==> config.mk <==
export PLATFORM = sky130hd
export DESIGN_NAME = prm_obs_scan
export DESIGN_NICKNAME = d
export VERILOG_FILES = /design/src/rtl/prm_obs_scan.sv
export SDC_FILE = /design/constraint.sdc
export NUM_CORES = 1
export LEC_CHECK = 0
export CORE_ASPECT_RATIO = 1.1
export CORE_MARGIN = 2
export CORE_UTILIZATION = 30
export CTS_CLUSTER_DIAMETER = 30
export CTS_CLUSTER_SIZE = 8
export DETAILED_ROUTE_END_ITERATION = 6
export SYNTH_ARGS = -nofsm -noshare
export SYNTH_HDL_FRONTEND = slang
export SYNTH_SLANG_ARGS = --single-unit
==> constraint.sdc <==
create_clock -name clk -period 5.8 [get_ports clk]
set_clock_uncertainty 0.1 [all_clocks]
set_input_delay 0.87 -clock clk [delete_from_list [all_inputs] [get_ports clk]]
set_output_delay 0.87 -clock clk [all_outputs]
set_load 0.02 [all_outputs]
==> src/rtl/prm_obs_scan.sv <==
// Obstacle-scan frame accumulator: presents each cell code to the edge checker and tallies the returned masks.
// Optional macro PRM_OBS_HIT_COUNT_EN builds the hit counter; without it res_hits is tied to zero.
module prm_obs_scan #(
    parameter int CNT_W = 16
) (
    input  logic             clk,
    input  logic             rst,
    input  logic             flush,
    input  logic             in_valid,
    output logic             in_ready,
    input  logic [14:0]      in_code,
    input  logic             in_last,
    output logic [14:0]      chk_code,
    input  logic             chk_mask,
    output logic             res_valid,
    input  logic             res_ready,
    output logic             res_blocked,
    output logic [CNT_W-1:0] res_npts,
    output logic [CNT_W-1:0] res_hits,
    output logic             busy
);

    typedef enum logic [1:0] {
        ST_IDLE   = 2'd0,
        ST_PROBE  = 2'd1,
        ST_RESULT = 2'd2
    } state_t;

    localparam logic [CNT_W-1:0] CNT_MAX  = {CNT_W{1'b1}};
    localparam logic [CNT_W-1:0] CNT_ZERO = {CNT_W{1'b0}};
    localparam logic [CNT_W-1:0] CNT_ONE  = CNT_W'(1);

    state_t           r_state;
    logic [14:0]      r_code;
    logic             r_last;
    logic             r_blocked;
    logic [CNT_W-1:0] r_npts;
    logic             w_hits_nz;

    // Counters stick at all-ones instead of wrapping.
    function automatic logic [CNT_W-1:0] sat_inc(input logic [CNT_W-1:0] v, input logic en);
        if (en && (v != CNT_MAX)) begin
            return v + CNT_ONE;
        end else begin
            return v;
        end
    endfunction

    // Frame sequencing: accept a code, probe it for one cycle, then hold the result when the frame ends.
    always_ff @(posedge clk) begin
        if (rst) begin
            r_state   <= ST_IDLE;
            r_code    <= 15'd0;
            r_last    <= 1'b0;
            r_blocked <= 1'b0;
            r_npts    <= CNT_ZERO;
        end else if (flush) begin
            r_state   <= ST_IDLE;
            r_last    <= 1'b0;
            r_blocked <= 1'b0;
            r_npts    <= CNT_ZERO;
        end else begin
            case (r_state)
                ST_IDLE: begin
                    if (in_valid) begin
                        r_code  <= in_code;
                        r_last  <= in_last;
                        r_state <= ST_PROBE;
                    end
                end
                ST_PROBE: begin
                    r_blocked <= r_blocked | chk_mask;
                    r_npts    <= sat_inc(r_npts, 1'b1);
                    r_state   <= r_last ? ST_RESULT : ST_IDLE;
                end
                ST_RESULT: begin
                    if (res_ready) begin
                        r_blocked <= 1'b0;
                        r_npts    <= CNT_ZERO;
                        r_state   <= ST_IDLE;
                    end
                end
                default: begin
                    r_state <= ST_IDLE;
                end
            endcase
        end
    end

`ifdef PRM_OBS_HIT_COUNT_EN
    logic [CNT_W-1:0] r_hits;

    // Hit tally follows the same clear points as the point counter.
    always_ff @(posedge clk) begin
        if (rst) begin
            r_hits <= CNT_ZERO;
        end else if (flush) begin
            r_hits <= CNT_ZERO;
        end else if (r_state == ST_PROBE) begin
            r_hits <= sat_inc(r_hits, chk_mask);
        end else if ((r_state == ST_RESULT) && res_ready) begin
            r_hits <= CNT_ZERO;
        end else begin
            r_hits <= r_hits;
        end
    end

    assign res_hits  = r_hits;
    assign w_hits_nz = |r_hits;
`else
    assign res_hits  = CNT_ZERO;
    assign w_hits_nz = 1'b0;
`endif

    // Flush and reset both block a same-cycle accept, so ready drops with them.
    assign in_ready    = (r_state == ST_IDLE) & ~rst & ~flush;
    assign chk_code    = r_code;
    assign res_valid   = (r_state == ST_RESULT);
    assign res_blocked = r_blocked;
    assign res_npts    = r_npts;
    assign busy        = (r_state != ST_IDLE) | r_blocked | (|r_npts) | w_hits_nz;

endmodule

==> results.toml <==
[status]
result_of_the_run = "finished, final reports clean"

[run]
max_cap_violations = 0

[timing]
maximum_operating_frequency_mhz = 262.9
worst_slew_margin_rel_pct = 57.96
final_period_minus_worst_setup_slack_ns = 3.804
worst_pin_slew_ns = 0.6282
hold_viol = 0
finalSetupViolations = 0
slew_violations = 0
layout_worst_path_cycle_share_pct = 65.58
rsz0062_at_grt = "false"
fin_setup_tns_ns = 0

[placement]
total_half_perimeter_wirelength_after_legalization_and_detailed_placement_microns = 3598
routabilityCongestion = 0.8325
port_buffers = 56

[min_path]
min-delay-path-class = "flop to flop"
min_delay_path_depth = 2

[drt]
length_of_the_first_detailed_routing_pass_in_iterations = 4
highest_layer = "met4"
metal_1_wl_microns = 2194
drc_errors = 0
detailroute.wirelength.met3_microns = 441
routed_wl_microns = 4932
drt_iter0_drc = 135
drt-vias-per-instance = 5.019
routed_via_count = 1827
wl_per_cell_microns = 13.55
met2RoutedLength_microns = 2187
route.antenna.remaining_nets = 0

[critical_path]
cpLargestDelayFamily = "buffers and inverters"
timing.setup.critical_path_class = "input port to output pin"
crit_top_cell = "clkdlybuf4s50_1"
worstSetupPathDepth = 4
worst_r2r_path_depth = 5
worst-path-max-fanout = 17
crit_path_end_kind = "output pin"
worstPathRequired_ns = 4.83
max_stage_delay_ns = 0.68
critical_path.cell_chain = "clkdlybuf4s50_1, or2_1, nor3_1, clkdlybuf4s50_1"
buffers_inverters_on_critical_path = 2
arrival_ns = 2.83
start_kind = "input port"
critical_path.slowest_cell = "clkdlybuf4s50_1"

[power_and_ir_drop]
cellPowerDensity_nw_per_um2 = 210.8
share_seq_of_total_power_pct = 47.8
share_comb_of_total_power_pct = 14.9
intPower_uw = 392.7
p_clk_share_pct = 37.3
p_switching_uw = 140.7
vdd_drop_max_uv = 142.4
power.static_leakage_nw = 0.8852
switching_share_pct = 26.38
final_power_uw = 533.4

[synth]
async_flop_share_pct = 0
synth-main-ff-cell = "dfxtp_1"
syn_area_per_cell_sq_um = 8.125
synth_seq_cells = 35
synthDistinctLibCells = 47
syn-instance-count = 233
synth_top_family_by_area = "simple AND/OR/NAND/NOR gates"
synth_warnings = 0
seq_area_frac_synth_pct = 37.01
synthXorXnorAreaFrac_pct = 0
post_synth_instance_area_sq_um = 1893
number_of_synthesized_flops_with_an_enable_pin = 0
synthAdderAreaFrac_pct = 1.322
synthMuxAreaShare_pct = 1.058
compound_cell_area_share_of_the_yosys_netlist_pct = 19.04
synth-simple-area-share_pct = 30.47

[clock_network]
clkLatencyLatePin_ns = 0.29
num_cts_buffers = 5
htree_levels = 2
cts.clk_slew.worst_paths_ns = 0.07
cts_repair_resizes = 0
cts.repair_timing.setup_buffer_count = 0
tritoncts_num_sinks = 35
clk_path_buf_depth = 2
cts_hold_buffers = 0
cts_root_buf = "clkbuf_8"
tritoncts_clock_tree = "done"

[floorplanning]
placement_rows = 30
fp.dieW_microns = 79.74
chipHeight_microns = 87.32
design.die.area_sq_um = 6963
pin_count = 73
start_util_pct = 30.75
core_area_sq_um = 6156

[global_routing]
globalRouteOverflowTotal = 0
aggregate_global_route_resource_usage_pct = 15.13
grt_max_degree = 18
first_global_vias = 1681
grt_pass1_wl_microns = 8217
antenna_found_initial = 0

[cells_and_area]
post_route_cells_drive_above_1_share_pct = 6.338
area_growth_syn_to_layout_pct = 33.64
num_antenna_cells = 0
design.final.nets = 307
layout_common_cells = "clkdlybuf4s50_1, dfxtp_1, nand2_1"
final_common_cell = "clkdlybuf4s50_1"
[cell usage after synthesis, types with 2 or more instances]
cell,n,area share [%]
a31oi_1,5,1.7
a21oi_1,22,5.8
or2_1,3,0.99
inv_1,7,1.4
ha_1,2,1.3
a41oi_1,2,0.93
o21ai_0,4,1.1
nand3_1,11,2.9
nand4_1,5,1.7
buf_4,16,6.3
dfxtp_1,35,37
or4_1,2,0.79
buf_2,5,1.3
nand2b_1,8,2.6
nor4_1,5,1.7
a31oi_2,3,2.0
mux2i_1,2,1.1
a2bb2oi_1,2,0.93
and3_1,2,0.66
clkbuf_1,5,0.99
nand4_2,2,1.3
and4_1,2,0.93
nor2b_1,2,0.66
nand2_1,34,6.7
o211ai_1,3,1.2
o311ai_0,2,0.93
nor4b_1,2,0.93
nor3_1,5,1.3
o21ai_1,3,0.79
or3_1,3,0.99
nor2_1,13,2.6
[state kept, by name, indices dropped and copies added, names as in the netlist]
| register | cells |
|---|---|
| r_state | 2 |
| r_last | 1 |
| res_npts | 16 |
| res_blocked | 1 |
| chk_code | 15 |
[worst paths after layout]
| check | start | endpoint | slack [ns] |
|---|---|---|---|
| setup / recovery | rst | in_ready | 2.00 |
| hold / removal | r_last | r_last | 0.36 |
| setup reg to reg | res_npts[1] | res_npts[15] | 3.60 |
| hold reg to reg | r_last | r_last | 0.36 |
[cell type report]
type                    instances  area (sq um)
flip-flops and latches         35         700.7
multi-input cells             178          1042
clock buffers                   8         100.1
repair buffers                 56         560.5
fillers                       658          3626
inverters                       7         26.28
well taps                      80         100.1
[cell families (layout without fill, tap and decap cells)]
logic type               count (synthesis)  after routing
AND/OR/NAND/NOR                        104            104
AO/OA/AOI/OAI                           54             54
flip-flops                              35             35
buffers and inverters                   35             71
adder cells (fa/ha/maj)                  2              2
multiplexers                             2              2
other                                    1             16
[power groups by stage]
stage | Clock (mW) | Sequential [mW] | Combinational (mW)
floorplan | 0 | 0.268 | 0.0428
global route | 0.215 | 0.256 | 0.0871
finish | 0.199 | 0.255 | 0.0796
detailed placement | 0 | 0.260 | 0.0797
CTS | 0.204 | 0.255 | 0.0801
global placement | 0 | 0.260 | 0.0797
[routing by layer]
metal / track usage [%] / up-vias
met3: 5.498 / 10
met1: 19.15 / 831
met5: 0 / -
li1: - / 901
met2: 23.07 / 85
met4: 6.626 / 0
[worst register-to-register path, cell delays in order (launching register included)]
cell,delay (ns)
dfxtp_1,0.47
ha_1,0.35
nand4_4,0.19
nor4_4,0.53
o21ai_2,0.27
o211ai_1,0.22
[per-stage QoR]
stage          cells  hold slack [ns]  util [%]  area [sq um]  setup WS, ns
2_1_floorplan    248           0.3360         -          1949         3.094
3_3_place_gp     356           0.3418     39.47          2430         1.968
3_5_place_dp     356           0.3499     39.47          2430         1.954
4_1_cts          364           0.3635     41.10          2530         1.955
5_1_grt          364           0.3720     41.10          2530         1.838
6_report         364           0.3608     41.10          2530         1.996
(Power assumes the default switching activity.)
